--- src/rtl/uart_tx_fifo_pkg.sv ---
// Shared types and constants for the UART transmit path.
// Serialiser state encoding, parity modes and a width helper.
package uart_tx_fifo_pkg;

   typedef enum logic [2:0] {
      ST_IDLE,
      ST_START,
      ST_DATA,
      ST_PARITY,
      ST_STOP
   } tx_state_e;

   localparam int PARITY_NONE = 0;
   localparam int PARITY_ODD  = 1;
   localparam int PARITY_EVEN = 2;

   // Bits needed to hold 0..v-1, never less than one.
   function automatic int clog2(input int v);
      int r;
      r = 0;
      for (int i = 0; i < 31; i++)
         if ((1 << i) < v) r = i + 1;
      return (r < 1) ? 1 : r;
   endfunction

endpackage

--- src/rtl/uart_tx_fifo_sync_fifo.sv ---
// Single-clock FIFO with registered flags and count.
// Writes into a full FIFO are dropped and flagged for one cycle.
module sync_fifo
   import uart_tx_fifo_pkg::*;
#(
   parameter int DEPTH = 16,
   parameter int WIDTH = 8
) (
   input  logic                     clk,
   input  logic                     rst,
   input  logic                     push,
   input  logic [WIDTH-1:0]         push_data,
   input  logic                     pop,
   output logic [WIDTH-1:0]         pop_data,
   output logic                     full,
   output logic                     empty,
   output logic [$clog2(DEPTH):0]   count,
   output logic                     overflow
);

   localparam int AW = clog2(DEPTH);

   logic [WIDTH-1:0] mem [DEPTH];
   logic [AW-1:0]    wr_ptr;
   logic [AW-1:0]    rd_ptr;
   logic [AW:0]      count_nxt;
   logic             wr_ok;
   logic             rd_ok;

   // Space is judged on the registered flag, so a pop never frees a slot
   // for a write in the same cycle.
   assign wr_ok    = push && !full;
   assign rd_ok    = pop && !empty;
   assign pop_data = mem[rd_ptr];

   // Occupancy after this cycle's accepted push and pop.
   always_comb begin
      count_nxt = count;
      unique case ({wr_ok, rd_ok})
         2'b10:   count_nxt = count + (AW+1)'(1);
         2'b01:   count_nxt = count - (AW+1)'(1);
         default: count_nxt = count;
      endcase
   end

   // Storage array; contents need no reset since pointers define validity.
   always_ff @(posedge clk) begin
      if (wr_ok) mem[wr_ptr] <= push_data;
   end

   // Pointers, count, flags and the overflow pulse.
   always_ff @(posedge clk or negedge rst) begin
      if (!rst) begin
         wr_ptr   <= '0;
         rd_ptr   <= '0;
         count    <= '0;
         full     <= 1'b0;
         empty    <= 1'b1;
         overflow <= 1'b0;
      end else begin
         if (wr_ok) wr_ptr <= wr_ptr + AW'(1);
         if (rd_ok) rd_ptr <= rd_ptr + AW'(1);
         count    <= count_nxt;
         full     <= (count_nxt == (AW+1)'(DEPTH));
         empty    <= (count_nxt == '0);
         overflow <= push && full;
      end
   end

endmodule

--- src/rtl/uart_tx_fifo.sv ---
// UART transmitter fed by a TX FIFO; configurable frame format.
// Frames run back to back while words are queued.
module uart_tx_fifo
   import uart_tx_fifo_pkg::*;
#(
   parameter int CLK_FREQ   = 100_000_000,
   parameter int BAUD_RATE  = 9600,
   parameter int DATA_BITS  = 8,
   parameter int PARITY     = 0,
   parameter int STOP_BITS  = 1,
   parameter int FIFO_DEPTH = 16
) (
   input  logic                          clk,
   input  logic                          rst,
   input  logic                          wr_en,
   input  logic [DATA_BITS-1:0]          wr_data,
   output logic                          full,
   output logic                          empty,
   output logic [$clog2(FIFO_DEPTH):0]   fifo_count,
   output logic                          overflow,
   output logic                          tx,
   output logic                          busy
);

   localparam int BAUD_DIV = CLK_FREQ / BAUD_RATE;
   localparam int STOP_LEN = STOP_BITS * BAUD_DIV;
   localparam int CW       = clog2(STOP_LEN);
   localparam int BW       = clog2(DATA_BITS);

   tx_state_e            state;
   tx_state_e            state_nxt;
   logic [CW-1:0]        cnt;
   logic [CW-1:0]        cnt_nxt;
   logic [BW-1:0]        bit_idx;
   logic [BW-1:0]        bit_idx_nxt;
   logic [DATA_BITS-1:0] shift;
   logic [DATA_BITS-1:0] shift_nxt;
   logic [DATA_BITS-1:0] fifo_q;
   logic                 par;
   logic                 par_nxt;
   logic                 tx_nxt;
   logic                 pop;
   logic                 bit_end;
   logic                 stop_end;

   sync_fifo #(
      .DEPTH (FIFO_DEPTH),
      .WIDTH (DATA_BITS)
   ) u_fifo (
      .clk       (clk),
      .rst       (rst),
      .push      (wr_en),
      .push_data (wr_data),
      .pop       (pop),
      .pop_data  (fifo_q),
      .full      (full),
      .empty     (empty),
      .count     (fifo_count),
      .overflow  (overflow)
   );

   assign bit_end  = (cnt == CW'(BAUD_DIV - 1));
   assign stop_end = (cnt == CW'(STOP_LEN - 1));
   assign busy     = (state != ST_IDLE);

   // Next-state, line level and word load for the serialiser.
   always_comb begin
      state_nxt   = state;
      cnt_nxt     = cnt + CW'(1);
      bit_idx_nxt = bit_idx;
      shift_nxt   = shift;
      par_nxt     = par;
      tx_nxt      = tx;
      pop         = 1'b0;
      unique case (state)
         ST_IDLE: begin
            cnt_nxt = '0;
            tx_nxt  = 1'b1;
            pop     = !empty;
         end
         ST_START: begin
            if (bit_end) begin
               state_nxt   = ST_DATA;
               cnt_nxt     = '0;
               tx_nxt      = shift[0];
               shift_nxt   = shift >> 1;
               bit_idx_nxt = '0;
            end
         end
         ST_DATA: begin
            if (bit_end) begin
               cnt_nxt = '0;
               if (bit_idx == BW'(DATA_BITS - 1)) begin
                  if (PARITY != PARITY_NONE) begin
                     state_nxt = ST_PARITY;
                     tx_nxt    = par;
                  end else begin
                     state_nxt = ST_STOP;
                     tx_nxt    = 1'b1;
                  end
               end else begin
                  tx_nxt      = shift[0];
                  shift_nxt   = shift >> 1;
                  bit_idx_nxt = bit_idx + BW'(1);
               end
            end
         end
         ST_PARITY: begin
            if (bit_end) begin
               state_nxt = ST_STOP;
               cnt_nxt   = '0;
               tx_nxt    = 1'b1;
            end
         end
         ST_STOP: begin
            if (stop_end) begin
               state_nxt = ST_IDLE;
               cnt_nxt   = '0;
               tx_nxt    = 1'b1;
               pop       = !empty;
            end
         end
         default: begin
            state_nxt = ST_IDLE;
            cnt_nxt   = '0;
            tx_nxt    = 1'b1;
         end
      endcase
      // A pop always starts a new frame, from IDLE or straight out of STOP.
      if (pop) begin
         state_nxt = ST_START;
         cnt_nxt   = '0;
         tx_nxt    = 1'b0;
         shift_nxt = fifo_q;
         par_nxt   = (PARITY == PARITY_EVEN) ? ^fifo_q : ~^fifo_q;
      end
   end

   // Serialiser state; reset drops any frame and idles the line.
   always_ff @(posedge clk or negedge rst) begin
      if (!rst) begin
         state   <= ST_IDLE;
         cnt     <= '0;
         bit_idx <= '0;
         shift   <= '0;
         par     <= 1'b0;
         tx      <= 1'b1;
      end else begin
         state   <= state_nxt;
         cnt     <= cnt_nxt;
         bit_idx <= bit_idx_nxt;
         shift   <= shift_nxt;
         par     <= par_nxt;
         tx      <= tx_nxt;
      end
   end

endmodule

--- config.mk ---
export PLATFORM = sky130hd
export DESIGN_NAME = uart_tx_fifo
export DESIGN_NICKNAME = d
export VERILOG_FILES = /design/src/rtl/uart_tx_fifo_pkg.sv /design/src/rtl/uart_tx_fifo_sync_fifo.sv /design/src/rtl/uart_tx_fifo.sv
export SDC_FILE = /design/constraint.sdc
export NUM_CORES = 1
export LEC_CHECK = 0
export BUFFER_PORTS_ARGS = -buffer_cell sky130_fd_sc_hd__buf_4
export CORE_MARGIN = 2
export CORE_UTILIZATION = 45
export CTS_BUF_LIST = sky130_fd_sc_hd__clkbuf_4 sky130_fd_sc_hd__clkbuf_8 sky130_fd_sc_hd__clkbuf_16
export DETAILED_ROUTE_END_ITERATION = 6
export PLACE_DENSITY = 0.68
export SLEW_MARGIN = 30
export SYNTH_ARGS = -nofsm -noshare
export SYNTH_HDL_FRONTEND = slang
export SYNTH_SLANG_ARGS = --single-unit
export TNS_END_PERCENT = 1
--- constraint.sdc ---
create_clock -name clk -period 6.1 [get_ports clk]
set_input_delay 0.61 -clock clk [delete_from_list [all_inputs] [get_ports clk]]
set_output_delay 0.61 -clock clk [all_outputs]
set_load 0.005 [all_outputs]
After elaboration in Yosys (flattened, before gate mapping)
Memory sizes are Yosys's and may differ from the RTL's.
Index checks and enable logic that the tools add are counted.
{"block": "op_classes", "addsub": 6, "eq_ne": 20, "muxes": 29, "n_reduce_logical": 16}
{"operator": "$mux W14", "count": 3}
{"operator": "$mux W8", "count": 4}
{"operator": "$mux W3", "count": 8}
{"operator": "$ne A3 B2 Y1 const B", "count": 6}
{"operator": "$pmux W8 S2", "count": 1}
{"operator": "$pmux W3 S5", "count": 1}
{"operator": "$add A14 B1 Y14 const B", "count": 1}
{"operator": "$eq A14 B14 Y1 const B", "count": 1}
{"operator": "$pmux W5 S2", "count": 1}
{"operator": "$add A4 B1 Y4 const B", "count": 2}
{"operator": "$mux W1", "count": 8}
{"operator": "$reduce_and A4 Y1", "count": 2}
{"operator": "$eq A3 B2 Y1 const B", "count": 2}
{"operator": "$eq A3 B3 Y1 const B", "count": 2}
{"operator": "$ne A2 B2 Y1 const B", "count": 3}
{"operator": "$pmux W3 S2", "count": 1}
{"operator": "$reduce_and A6 Y1", "count": 1}
{"operator": "$reduce_bool A3 Y1", "count": 2}
{"operator": "$add A5 B1 Y5 const B", "count": 1}
{"operator": "$eq A5 B5 Y1 const B", "count": 1}
{"operator": "$logic_not A5 Y1", "count": 1}
{"operator": "$sub A5 B1 Y5 const B", "count": 1}
{"operator": "$reduce_or A4 Y1", "count": 1}
{"operator": "$add A3 B1 Y3 const B", "count": 1}
{"operator": "13 further kinds", "count": 16}
{"block": "word_totals", "ff_bits": 45, "ram_bits": 128, "inputBits": 11, "word_cells": 83, "memories": 1}
{"name": "u_fifo.mem", "depth": 16, "width": 8, "rd": 1, "rd_ports_with_merged_regs": 0, "wr": 1, "line": "uart_tx_fifo_sync_fifo.sv:23", "text": "logic [WIDTH-1:0] mem [DEPTH];"}

Depth between registers and ports, before layout
Gate-level depths: netlist (run 1).
{"block": "depth", "ltp_word": 7, "mapped_depth": 13, "depth_no_buf": 12}

Cells and area by module
A second synthesis (run 1) with hierarchy kept.
{"block": "unflattened", "cells_unflattened": 410, "area_unflattened_um2": 7214.4}
{"module": "sync_fifo", "n_inst": 1, "cells_each": 278, "area_per_inst_um2": 5793.1, "seq_area_each_um2": 4245.3}
{"module": "uart_tx_fifo", "n_inst": 1, "cells_each": 132, "area_per_inst_um2": 1421.4, "seq_area_each_um2": 726.9}

Worst setup path before layout (run 1)
Ideal clock, no wire load.
{"block": "synth_timing", "kind": "register to register", "from": "register cnt[0]", "to": "register u_fifo.full", "setup_ns": 0.080, "arrival_ns": 2.998, "required_ns": 6.020, "slack_ns": 3.022, "stages_incl_launch_ff": 12, "n_path_buf": 1, "period_less_slack_ns": 3.078, "cell_sequence": "dfrtp_1 -> ha_1 -> and4_1 -> a41o_2 -> nand2_1 -> inv_2 -> ha_1 -> clkbuf_1 -> mux2_2 -> or3_1 -> or3_1 -> nor3b_2"}
{"block": "synth_between", "elab_chain_cells": 7, "elab_cells_between_ends": 8, "cone_classes": "4 x eq/ne; 3 x mux; 1 x reduce/logical"}
{"element": "start, declared", "line": "uart_tx_fifo.sv:32", "text": "logic [CW-1:0] cnt;"}
{"element": "start signal, assigned", "line": "uart_tx_fifo.sv:150", "text": "cnt <= cnt_nxt;"}
{"element": "$eq A14 B14 Y1 *", "line": "uart_tx_fifo.sv:63", "text": "assign stop_end = (cnt == CW'(STOP_LEN - 1));"}
{"element": "$mux W1 *", "line": "uart_tx_fifo.sv:116", "text": "if (stop_end) begin"}
{"element": "$pmux W1 S2 *", "line": "uart_tx_fifo.sv:75", "text": "unique case (state)"}
{"element": "$logic_and A1 B1 Y1 *", "line": "uart_tx_fifo_sync_fifo.sv:33", "text": "assign rd_ok = pop && !empty;"}
{"element": "$eq A2 B1 Y1 or $eq A2 B2 Y1 (tied branches)", "line": "uart_tx_fifo_sync_fifo.sv:39", "text": "unique case ({wr_ok, rd_ok})"}
{"element": "$pmux W5 S2 *", "line": "uart_tx_fifo_sync_fifo.sv:39"}
{"element": "net u_fifo.count_nxt[1]", "line": "uart_tx_fifo_sync_fifo.sv:26", "text": "logic [AW:0] count_nxt;"}
{"element": "$eq A5 B5 Y1 *", "line": "uart_tx_fifo_sync_fifo.sv:64", "text": "full <= (count_nxt == (AW+1)'(DEPTH));"}
{"element": "end signal, assigned", "line": "uart_tx_fifo_sync_fifo.sv:64"}
{"element": "end, declared", "line": "uart_tx_fifo_sync_fifo.sv:15", "text": "output logic full,"}
The timed path passes the listed nets; every way through them passes the cells marked *.
A chain may end at the register's enable or synchronous reset.

Final worst setup path (run 1)
{"block": "layout_timing", "from": "register cnt[0]", "to": "register u_fifo.full"}
{"block": "layout_between", "elab_chain_cells": 7, "elab_cells_between_ends": 8, "cone_classes": "4 x eq/ne; 3 x mux; 1 x reduce/logical"}
{"element": "$eq A14 B14 Y1 *", "line": "uart_tx_fifo.sv:63"}
{"element": "$mux W1 *", "line": "uart_tx_fifo.sv:116"}
{"element": "$pmux W1 S2 *", "line": "uart_tx_fifo.sv:75"}
{"element": "$logic_and A1 B1 Y1 *", "line": "uart_tx_fifo_sync_fifo.sv:33"}
{"element": "$eq A2 B1 Y1 or $eq A2 B2 Y1 (tied branches)", "line": "uart_tx_fifo_sync_fifo.sv:39"}
{"element": "$pmux W5 S2 *", "line": "uart_tx_fifo_sync_fifo.sv:39"}
{"element": "$eq A5 B5 Y1 *", "line": "uart_tx_fifo_sync_fifo.sv:64"}
Mark *: on every way between the ends. The rest lies on a longest branch, timed or not.

==> reports/summary.txt, run 1 <==
TIMING
---------------------------------------------------------------------------------
Fin. Hold Viols                                                                 0
Pin slew with the least headroom to its limit                            0.753 ns
Max Slew Vio Count                                                              0
Highest attainable clock frequency                                        271 MHz
Relative max-transition margin                                              49.7%
Post-route clock skew                                                   0.0111 ns
TNS Setup                                                                    0 ns
Unrepaired setup endpoints after global routing                             false
Share of the clock period used by the worst path after layout               60.4%
Time the worst path needs with I/O delays and setup                       3.68 ns
Setup violators final                                                           0

CLOCK TREE
---------------------------------------------------------------------------------
Number of levels in the clock H-tree                                            4
Source-to-sink clock delay at the later pin of the worst-skew pair        0.43 ns
Library cell used as clock root buffer                                  clkbuf_16
Number of cells upsized or downsized after cts                                  0
Number of buffers between clock root and the deepest sink                       2
CTS clk-pin slew, worst paths                                             0.07 ns
Hold bufs inserted after CTS                                                    0
Clock tree from TritonCTS                                                   built
Post-CTS Setup Repair Bufs                                                      0
Inserted Clock Buffers                                                         17
Sink Count                                                                    173

GRT
---------------------------------------------------------------------------------
Total global routing track utilization                                      16.4%
Largest net degree at the start of global routing                              46
Global-route wire length before repair                               21400 microns
Number of global-route vias before repair                                    3891
Grt total ovfl                                                                  0
Antenna violations before repair                                                0

YOSYS
---------------------------------------------------------------------------------
Area of the mapped netlist                                           0.00732 sq mm
Post-Synthesis Net Count                                                      481
EDFF count, synth                                                             128
Post-synthesis cell type with the largest combined area                  edfxtp_1
Yosys synthesis warning count                                                   0
Post-synthesis sequential element count                                       173
Top-area cell type share of the netlist area                                52.5%
Biggest area contributors in the synthesized netlist                 edfxtp_1, dfrtp_1, mux4_2, mux2i_1, ha_1
Number of different library cells in the post-synthesis netlist                49
Sequential fraction of the synthesis area                                   67.9%
Async set or reset register ratio after synthesis                           26.0%
Most common flop cell mapped by yosys                                    edfxtp_1
Average footprint of a synthesized cell                                16.0 sq um
Post-synthesis instance total                                                 459

WORST SETUP PATH
---------------------------------------------------------------------------------
Critical path's largest stage delay                                       0.43 ns
Depth of the worst register-to-register path                                   12
Worst setup path class                                                    reg2reg
CP Data Arrival Time                                                      4.03 ns
Critical Path Start Type                                                 register
Sort of element at the end of the critical path                          register
Number of stages on the worst setup path                                       12
Worst setup startpoint                                                     cnt[0]
Cell-by-cell trace of the critical path                              ha_1, and4_1, a41o_2, nand2_1, inv_2, ha_1, nor2_1, a311oi_1, a2111oi_1, or3_1, or3_1, nor3b_2
End point of the critical path                                        u_fifo.full
Cell family with most CP delay                                       simple AND/OR/NAND/NOR gates
Slowest stage cell, crit path                                             nand2_1
Register-to-register path setup slack                                     2.42 ns
Worst path buffer plus inverter count                                           1
Data required time of the critical path                                   6.44 ns
RR Startpoint                                                              cnt[0]
Reg-to-reg critical path endpoint                                     u_fifo.full
Worst-path maximum fanout                                                      21

ROUTE
---------------------------------------------------------------------------------
Routed len/inst                                                      18.7 microns
Post-detailed-route count of antenna-violating nets                             0
Via count                                                                    3854
Count of unresolved DRC violations after routing                                0
DR vias/cell                                                                 5.45
Number of DRC violations after detailed-routing iteration 0                   329
Pre-Repair DR Iteration Count                                                   4
Routed WL                                                            13200 microns

LAYOUT
---------------------------------------------------------------------------------
Most common cell after layout, fill and taps aside                       edfxtp_1
Most frequent cells in the layout                                    edfxtp_1, dfrtp_1, mux4_2, nor2_1, buf_4
Synth-to-Final Area Change                                                  12.8%
Antenna fix cells                                                               0
Proportion of layout cells with a drive suffix above 1                      20.8%
Count of nets after finishing                                                 500
Filler Cells Inserted                                                        1314

PLACED DESIGN
---------------------------------------------------------------------------------
Post-detailed-placement half-perimeter wirelength                    8480 microns
Final Wtd Congestion                                                        0.814
Number of buffer cells added on primary ports                                  20

DIE
---------------------------------------------------------------------------------
Starting density of the core                                                46.1%
Total core area                                                      0.0159 sq mm
Num ports                                                                      21
Cell row count                                                                 46
Die area                                                             0.0173 sq mm
Die outline height                                                    132 microns
Width of the die                                                      132 microns

STATUS
---------------------------------------------------------------------------------
Status                                                               finished clean

HOLD PATH
---------------------------------------------------------------------------------
Hold Crit Class                                                          in2async

POWER
---------------------------------------------------------------------------------
Worst IR drop on VDD                                                   0.000339 V
Final Power                                                               3.85 mW
Leak Pwr                                                                  2.96 nW
Power per unit of standard cell area                                  466 mW/mm^2

RUN
---------------------------------------------------------------------------------
Maxcap violations                                                               0

==> layout make-up <==
cell class	count	area [sq um]	area share, %
inverters	12	45.0	0.545
clock inverters	15	175	2.12
flip-flops and latches	173	4970	60.2
multi-input cells	251	2200	26.6
clock buffers	17	425	5.15
repair buffers	23	173	2.09
well taps	216	270	3.27
==> cell usage after synthesis, drive strengths merged (2+ instances only) <==
library cell / n
nor3: 5
o31ai: 3
a21oi: 21
o21ai: 10
or3: 8
nor4: 2
nor2: 30
nand4: 5
clkbuf: 12
dfrtp: 43
mux4: 33
mux2: 5
nand3: 8
buf: 11
a211oi: 8
nand2: 20
xnor2: 8
inv: 12
ha: 11
mux2i: 15
nor3b: 3
or2: 4
edfxtp: 128
and3: 3
and2: 17
dfstp: 2
nor2b: 7
a31oi: 2
xor2: 11
==> worst min-delay path by stage <==
stage               startpoint               to  slack (ns)  cells after the start
global placement        cnt[0]           cnt[0]        0.47                      1
detailed placement      cnt[0]           cnt[0]        0.49                      1
CTS                        rst  u_fifo.overflow        0.19                      1
floorplan                  rst       bit_idx[0]        0.31                      0
global route               rst  u_fifo.overflow        0.21                      1
finish                     rst  u_fifo.count[3]        0.17                      1
==> state kept, by name, summed over array words and instances, names as in the netlist <==
name             count
bit_idx              3
cnt                 14
shift                8
state                3
tx                   1
u_fifo.count         5
u_fifo.empty         1
u_fifo.full          1
u_fifo.mem         128
u_fifo.overflow      1
u_fifo.rd_ptr        4
u_fifo.wr_ptr        4
==> power breakdown <==
| group | switching [mW] | internal (mW) | leakage, nW |
|---|---|---|---|
| Combinational | 0.613 | 0.550 | 0.944 |
| Clock | 0.491 | 0.585 | 0.291 |
| Sequential | 0.145 | 1.47 | 1.72 |
| Total | 1.25 | 2.60 | 2.96 |
==> cells by family (layout without fill, tap and decap cells) <==
kind of cell	Yosys count	after routing	synth area share [%]
AO/OA/AOI/OAI	52	52	4.53
XOR/XNOR	19	19	2.27
adder cells (fa/ha/maj)	11	11	1.88
buffers and inverters	35	67	2.05
flip-flops	173	173	67.9
multiplexers	53	53	13.0
AND/OR/NAND/NOR	116	116	8.39
==> per-stage QoR <==
stage | instances | hold WS, ns | util [%] | area, sq um | worst slack (ns)
2_1_floorplan | 459 | 0.314 | - | 7320 | 3.02
3_3_place_gp | 675 | 0.467 | 48.2 | 7660 | 2.48
3_5_place_dp | 675 | 0.486 | 48.2 | 7660 | 2.44
4_1_cts | 707 | 0.188 | 52.0 | 8260 | 2.39
5_1_grt | 707 | 0.213 | 52.0 | 8260 | 2.05
6_report | 707 | 0.169 | 52.0 | 8260 | 2.42
==> per-layer routing <==
layer  up-vias  global-route usage, %  share of wire (%)
met4         0                   5.07               0.58
met2        88                   25.7                 49
li1       1797                      -                  -
met3         7                   5.83                5.4
met5         -                      0                  0
met1      1962                   21.5                 45
(Power assumes the default switching activity.)
==> run 2, diff against run 1 <==
PLACE_DENSITY = 0.7   (was 0.68)
clock period = 3.34 ns   (was 6.1 ns; I/O delays follow)
==> run 2 against run 1 <==
  * Fmax is 18% higher
  * Register-to-register slack got worse by 2.2 ns
  * Worst hold slack worse by 0.036 ns
  * Cell area up 1.2%
  * Non-clock buffer count rose by 9
  * Critical path depth unchanged
  * First-iteration DRC count decreased by 5.5%
  * Utilization rose by 0.61 points
  * Global-route usage grew 0.64 points
  * Combinational power increased by 87%
  * Sequential cell count stayed put
  * Sequential share of layout area is 0.69 points lower
==> reports/summary.txt, run 2 (synthesis results as in run 1) <==
GRT
---------------------------------------------------------------------------------
Antenna violations before repair                                                0   unchanged
Grt total ovfl                                                                  0   unchanged
Largest net degree at the start of global routing                              46   unchanged
Global-route wire length before repair                               22300 microns   was 21400 microns
Total global routing track utilization                                      17.0%   was 16.4%
Number of global-route vias before repair                                    4121   was 3891

PLACED DESIGN
---------------------------------------------------------------------------------
Placement Setup Slack                                                   0.0350 ns   was 2.44 ns
Number of buffer cells added on primary ports                                  20   unchanged
Final Wtd Congestion                                                        0.855   was 0.814
Post-detailed-placement half-perimeter wirelength                    8950 microns   was 8480 microns

DIE
---------------------------------------------------------------------------------
Num ports                                                                      21   unchanged
Cell row count                                                                 46   unchanged
Total core area                                                      0.0159 sq mm   unchanged
Die outline height                                                    132 microns   unchanged
Width of the die                                                      132 microns   unchanged
Starting density of the core                                                46.1%   unchanged
Die area                                                             0.0173 sq mm   unchanged

STATUS
---------------------------------------------------------------------------------
Status                                                               finished clean   unchanged

LAYOUT
---------------------------------------------------------------------------------
Filler Cells Inserted                                                        1292   was 1314
Final Core Density                                                          52.6%   was 52.0%
Most common cell after layout, fill and taps aside                       edfxtp_1   unchanged
Count of nets after finishing                                                 509   was 500
Area of the multi-input gates                                        0.00223 sq mm   was 0.00220 sq mm
Proportion of layout cells with a drive suffix above 1                      22.4%   was 20.8%
Largest registers                                                    u_fifo.mem x128, cnt x14, shift x8   unchanged
Sequential cell area                                                 0.00497 sq mm   unchanged
Antenna fix cells                                                               0   unchanged
Max reg flops                                                                 128   unchanged
Synth-to-Final Area Change                                                  14.1%   was 12.8%
Biggest register                                                       u_fifo.mem   unchanged
Most frequent cells in the layout                                    edfxtp_1, dfrtp_1, mux4_2, nor2_1, buf_4   unchanged

TIMING
---------------------------------------------------------------------------------
Worst hold slack                                                         0.133 ns   was 0.169 ns
Share of the clock period used by the worst path after layout               93.2%   was 60.4%
Pin slew with the least headroom to its limit                            0.735 ns   was 0.753 ns
Time the worst path needs with I/O delays and setup                       3.11 ns   was 3.68 ns
Worst Slack Setup Final                                                  0.229 ns   was 2.42 ns
Max Slew Vio Count                                                              0   unchanged
Setup violators final                                                           0   unchanged
Highest attainable clock frequency                                        321 MHz   was 271 MHz
TNS Setup                                                                    0 ns   unchanged
Unrepaired setup endpoints after global routing                             false   unchanged
Relative max-transition margin                                              51.0%   was 49.7%
Fin. Hold Viols                                                                 0   unchanged
Post-route clock skew                                                   0.0123 ns   was 0.0111 ns

WORST SETUP PATH
---------------------------------------------------------------------------------
Sort of element at the end of the critical path                          register   unchanged
Cell type with the highest occurrence count on the critical path            or3_1
Register-to-register path setup slack                                     0.23 ns   was 2.42 ns
Worst path buffer plus inverter count                                           1   unchanged
Depth of the worst register-to-register path                                   12   unchanged
RR Startpoint                                                              cnt[0]   unchanged
Critical path's largest stage delay                                       0.39 ns   was 0.43 ns
Number of stages on the worst setup path                                       12   unchanged
Cell-by-cell trace of the critical path                              ha_1, and4_2, a41o_4, nand2_1, inv_2, ha_4, a21oi_1, a311oi_2, a2111oi_1, or3_1, or3_1, nor3b_2   was ha_1, and4_1, a41o_2, nand2_1, inv_2, ha_1, nor2_1, a311oi_1, a2111oi_1, or3_1, or3_1, nor3b_2
Worst setup path class                                                    reg2reg   unchanged
Cell family with most CP delay                                       simple AND/OR/NAND/NOR gates   unchanged
Worst-path maximum fanout                                                      10   was 21
Reg-to-reg critical path endpoint                                     u_fifo.full   unchanged
Worst setup startpoint                                                     cnt[0]   unchanged
CP Data Arrival Time                                                      3.46 ns   was 4.03 ns
Critical Path Start Type                                                 register   unchanged
Data required time of the critical path                                   3.69 ns   was 6.44 ns
Slowest stage cell, crit path                                             dfrtp_1   was nand2_1

POWER
---------------------------------------------------------------------------------
Leak Pwr                                                                  3.00 nW   was 2.96 nW
Worst IR drop on VDD                                                   0.000528 V   was 0.000339 V
Power per unit of standard cell area                                  852 mW/mm^2   was 466 mW/mm^2
Final Power                                                               7.12 mW   was 3.85 mW

CLOCK TREE
---------------------------------------------------------------------------------
Post-CTS Setup Repair Bufs                                                      0   unchanged
Number of levels in the clock H-tree                                            4   unchanged
Source-to-sink clock delay at the later pin of the worst-skew pair        0.43 ns   about the same
Sink Count                                                                    173   unchanged
CTS clk-pin slew, worst paths                                             0.06 ns   was 0.07 ns
Clock tree from TritonCTS                                                   built   unchanged
Inserted Clock Buffers                                                         17   unchanged
Library cell used as clock root buffer                                  clkbuf_16   unchanged
Number of buffers between clock root and the deepest sink                       2   unchanged

ROUTE
---------------------------------------------------------------------------------
Routed len/inst                                                      19.0 microns   was 18.7 microns
DR vias/cell                                                                 5.46   was 5.45
Via count                                                                    3906   was 3854
Routed WL                                                            13600 microns   was 13200 microns
Number of DRC violations after detailed-routing iteration 0                   311   was 329
Pre-Repair DR Iteration Count                                                   4   unchanged
Post-detailed-route count of antenna-violating nets                             0   unchanged
Count of unresolved DRC violations after routing                                0   unchanged

RUN
---------------------------------------------------------------------------------
Maxcap violations                                                               0   unchanged

HOLD PATH
---------------------------------------------------------------------------------
Worst Hold Path Cells                                                           2
Beginning of the worst hold path                                            wr_en
Capture endpoint of the worst hold path                              u_fifo.overflow
Hold Crit Class                                                            in2reg   was in2async

-- run 2: cell types whose count changed in the layout (fill, tap and decap cells not counted), sizes merged --
cell	delta
inv	-1
clkinvlp	-1
buf	+8
clkbuf	+2
dlygate4sd3	+1
-- run 2: how the worst max path moves through the flow --
stage | end | slack (ns)
floorplan | u_fifo.full | 0.26
global placement | u_fifo.full | 0.23
detailed placement | u_fifo.full | 0.04
CTS | u_fifo.full | 0.08
global route | u_fifo.full | 0.002
finish | u_fifo.full | 0.23
-- run 2: area by class of cell --
class	count	area share, %
Timing Repair Buffer	32	3.20
Inverter	12	0.539
Clock inverter	13	1.57
Clock buffer	19	5.27
Multi-Input combinational cell	251	26.7
Tap cell	216	3.23
Sequential cell	173	59.5
-- run 2: layer usage --
layer,routed length (microns),global-route usage (%)
met1,5910,21.9
met2,6900,28.5
met3,537,3.36
met4,241,6.88
met5,0,0
-- run 2: power by group --
| group | leakage [nW] | switching, mW | internal [mW] |
|---|---|---|---|
| combinational | 0.998 | 1.07 | 1.10 |
| sequential | 1.72 | 0.366 | 2.68 |
| clock | 0.285 | 0.845 | 1.06 |
| total | 3.00 | 2.28 | 4.84 |
-- run 2: what timing repair did --
action	4_1_cts	5_1_grt
hold endpoints to repair	43	0
hold buffers	1	0
resized for setup	1	4
endpoints found under the setup margin	1	2
gates cloned	0	0
-- run 2: metrics by stage --
stage	cells	area [sq um]
after floorplan	459	7320
after global placement	683	7750
after detailed placement	683	7750
after CTS	716	8330
after global routing	716	8360
final	716	8360
==> run 3, diff against run 2 <==
PLACE_DENSITY = 0.68   (was 0.7)
REMOVE_ABC_BUFFERS = 1   (was default)
clock period = 3.71 ns   (was 3.34 ns; I/O delays follow)
==> run 3 against run 2 <==
  * Cell area is 1.6% lower
  * Power decreased by 13%
  * Critical path depth unchanged
  * Wire length up 0.28%
  * Sequential power is 11% lower
  * Die area did not move
  * Worst setup slack better by 0.046 ns
  * Sequential cell count unchanged
  * Clock skew decreased by 0.0035 ns
  * Combinational power shrank 12%
  * Via count is 0.56% lower
  * Clock power down 17%
==> reports/summary.txt, run 3 (synthesis results as in run 1) <==
POWER
---------------------------------------------------------------------------------
Worst IR drop on VDD                                                   0.000355 V   was 0.000528 V
Power per unit of standard cell area                                  757 mW/mm^2   was 852 mW/mm^2
Leak Pwr                                                                  2.94 nW   was 3.00 nW

CLOCK TREE
---------------------------------------------------------------------------------
Sink Count                                                                    173   unchanged
CTS clk-pin slew, worst paths                                             0.07 ns   was 0.06 ns
Library cell used as clock root buffer                                  clkbuf_16   unchanged
Source-to-sink clock delay at the later pin of the worst-skew pair        0.42 ns   was 0.43 ns
Clock tree from TritonCTS                                                   built   unchanged
Inserted Clock Buffers                                                         17   unchanged
Number of cells upsized or downsized after cts                                  0   was 1
Number of levels in the clock H-tree                                            4   unchanged
Number of buffers between clock root and the deepest sink                       2   unchanged

DIE
---------------------------------------------------------------------------------
Total core area                                                      0.0159 sq mm   unchanged
Num ports                                                                      21   unchanged
Cell row count                                                                 46   unchanged
Die area                                                             0.0173 sq mm   unchanged
Die outline height                                                    132 microns   unchanged
Starting density of the core                                                46.1%   unchanged
Width of the die                                                      132 microns   unchanged

LAYOUT
---------------------------------------------------------------------------------
Antenna fix cells                                                               0   unchanged
Most common cell after layout, fill and taps aside                       edfxtp_1   unchanged
Filler Cells Inserted                                                        1297   was 1292
Max reg flops                                                                 128   unchanged
Biggest register                                                       u_fifo.mem   unchanged
Most frequent cells in the layout                                    edfxtp_1, dfrtp_1, mux4_2, nor2_1, buf_4   unchanged
Count of nets after finishing                                                 504   was 509
Largest registers                                                    u_fifo.mem x128, cnt x14, shift x8   unchanged
Synth-to-Final Area Change                                                  12.3%   was 14.1%
Non-filler cells, final                                                       708   was 716
Proportion of layout cells with a drive suffix above 1                      20.3%   was 22.4%

TIMING
---------------------------------------------------------------------------------
Post-route clock skew                                                  0.00881 ns   was 0.0123 ns
Unrepaired setup endpoints after global routing                             false   unchanged
Fin. Hold Viols                                                                 0   unchanged
TNS Setup                                                                    0 ns   unchanged
Highest attainable clock frequency                                        291 MHz   was 321 MHz
Relative max-transition margin                                              45.8%   was 51.0%
Setup violators final                                                           0   unchanged
Share of the clock period used by the worst path after layout               92.6%   was 93.2%
Max Slew Vio Count                                                              0   unchanged
Pin slew with the least headroom to its limit                            0.813 ns   was 0.735 ns
Time the worst path needs with I/O delays and setup                       3.44 ns   was 3.11 ns

GRT
---------------------------------------------------------------------------------
Total global routing track utilization                                      16.9%   was 17.0%
Most used routing layer in global routing                                    met2   unchanged
Met1 usage in global routing                                                22.0%   was 21.9%
Met3 global-route usage                                                     4.24%   was 3.36%
Largest net degree at the start of global routing                              46   unchanged
Grt total ovfl                                                                  0   unchanged
Global-route wire length before repair                               22300 microns   about the same
Antenna violations before repair                                                0   unchanged
Number of global-route vias before repair                                    4055   was 4121
Met2 usage                                                                  27.7%   was 28.5%

ROUTE
---------------------------------------------------------------------------------
Pre-Repair DR Iteration Count                                                   5   was 4
DR vias/cell                                                                 5.49   was 5.46
Number of DRC violations after detailed-routing iteration 0                   374   was 311
Count of unresolved DRC violations after routing                                0   unchanged
Via count                                                                    3884   was 3906
Routed len/inst                                                      19.2 microns   was 19.0 microns
Routed WL                                                            13600 microns   about the same
Post-detailed-route count of antenna-violating nets                             0   unchanged

PLACED DESIGN
---------------------------------------------------------------------------------
Final Wtd Congestion                                                        0.879   was 0.855
Post-detailed-placement half-perimeter wirelength                    8890 microns   was 8950 microns
Number of buffer cells added on primary ports                                  20   unchanged
Number of cells after detailed placement                                      678   was 683

WORST SETUP PATH
---------------------------------------------------------------------------------
Worst-path maximum fanout                                                      10   unchanged
Sort of element at the end of the critical path                          register   unchanged
Critical Path Start Type                                                 register   unchanged
Data required time of the critical path                                   4.05 ns   was 3.69 ns
CP Data Arrival Time                                                      3.78 ns   was 3.46 ns
Worst setup path class                                                    reg2reg   unchanged

HOLD PATH
---------------------------------------------------------------------------------
Hold Crit Class                                                            in2reg   unchanged

RUN
---------------------------------------------------------------------------------
Maxcap violations                                                               0   unchanged

STATUS
---------------------------------------------------------------------------------
Status                                                               finished clean   unchanged

run 3: cell types whose count changed in the layout (fill, tap and decap cells not counted), sizes merged:
| cell | change |
|---|---|
| buf | -5 |
| bufinv | -1 |
| clkbuf | -2 |
| clkinv | -1 |
| clkinvlp | +2 |
| inv | -1 |
run 3: layout make-up:
type                            instances  area (sq um)  area share (%)
Clock buffer                           17           425            5.17
Clock inverter                         12          91.3            1.11
Inverter                               12          45.0           0.548
Multi-Input combinational cell        251          2200            26.7
Sequential cell                       173          4970            60.5
Tap cell                              216           270            3.29
Timing Repair Buffer                   27           218            2.65
run 3: critical path, cell delays in order, from the launching register on:
cell and delay [ns]:
dfrtp_1 0.40, ha_1 0.23, and4_1 0.28, a41o_2 0.31
nand2_1 0.11, inv_2 0.10, ha_1 0.34, nor2_1 0.08
a311oi_1 0.44, a2111oi_1 0.14, or3_1 0.39, or3_1 0.35
nor3b_2 0.20
run 3: routing by layer:
metal / up-vias / part of all wire, %
li1: 1801 / -
met1: 1985 / 45
met2: 87 / 50
met3: 11 / 4.0
met4: 0 / 1.3
met5: - / 0
run 3: per-stage QoR:
stage	cell area (sq um)	utilization, %	setup slack (ns)	hold slack (ns)	power (mW)
global placement	7700	48.4	0.586	0.398	4.61
global route	8220	51.8	0.0417	0.174	6.59
CTS	8220	51.8	0.325	0.165	6.27
floorplan	7220	-	0.409	0.0754	4.03
finish	8220	51.8	0.275	0.180	6.22
detailed placement	7700	48.4	0.365	0.408	4.68
run 3: final timing paths:
| check | start | to | cells after the start | slack, ns |
|---|---|---|---|---|
| setup reg to reg | cnt[0] | u_fifo.full | 12 | 0.27 |
| max in group asynchronous | rst | u_fifo.rd_ptr[0] | 2 | 2.80 |
| hold reg to reg | bit_idx[2] | bit_idx[2] | 2 | 0.50 |
| setup / recovery | cnt[0] | u_fifo.full | 12 | 0.27 |
| hold / removal | wr_en | u_fifo.overflow | 2 | 0.18 |
| min in group asynchronous | rst | cnt[2] | 2 | 0.49 |
run 3: what timing repair did:
action	CTS	global route
buffers inserted	0	0
hold endpoints to repair	43	0
endpoints found under the setup margin	0	0
hold buffers	1	0
run 3: report_power, final:
| part | switching, mW | internal [mW] |
|---|---|---|
| Combinational | 0.986 | 0.938 |
| Clock | 0.739 | 0.853 |
| Sequential | 0.301 | 2.41 |
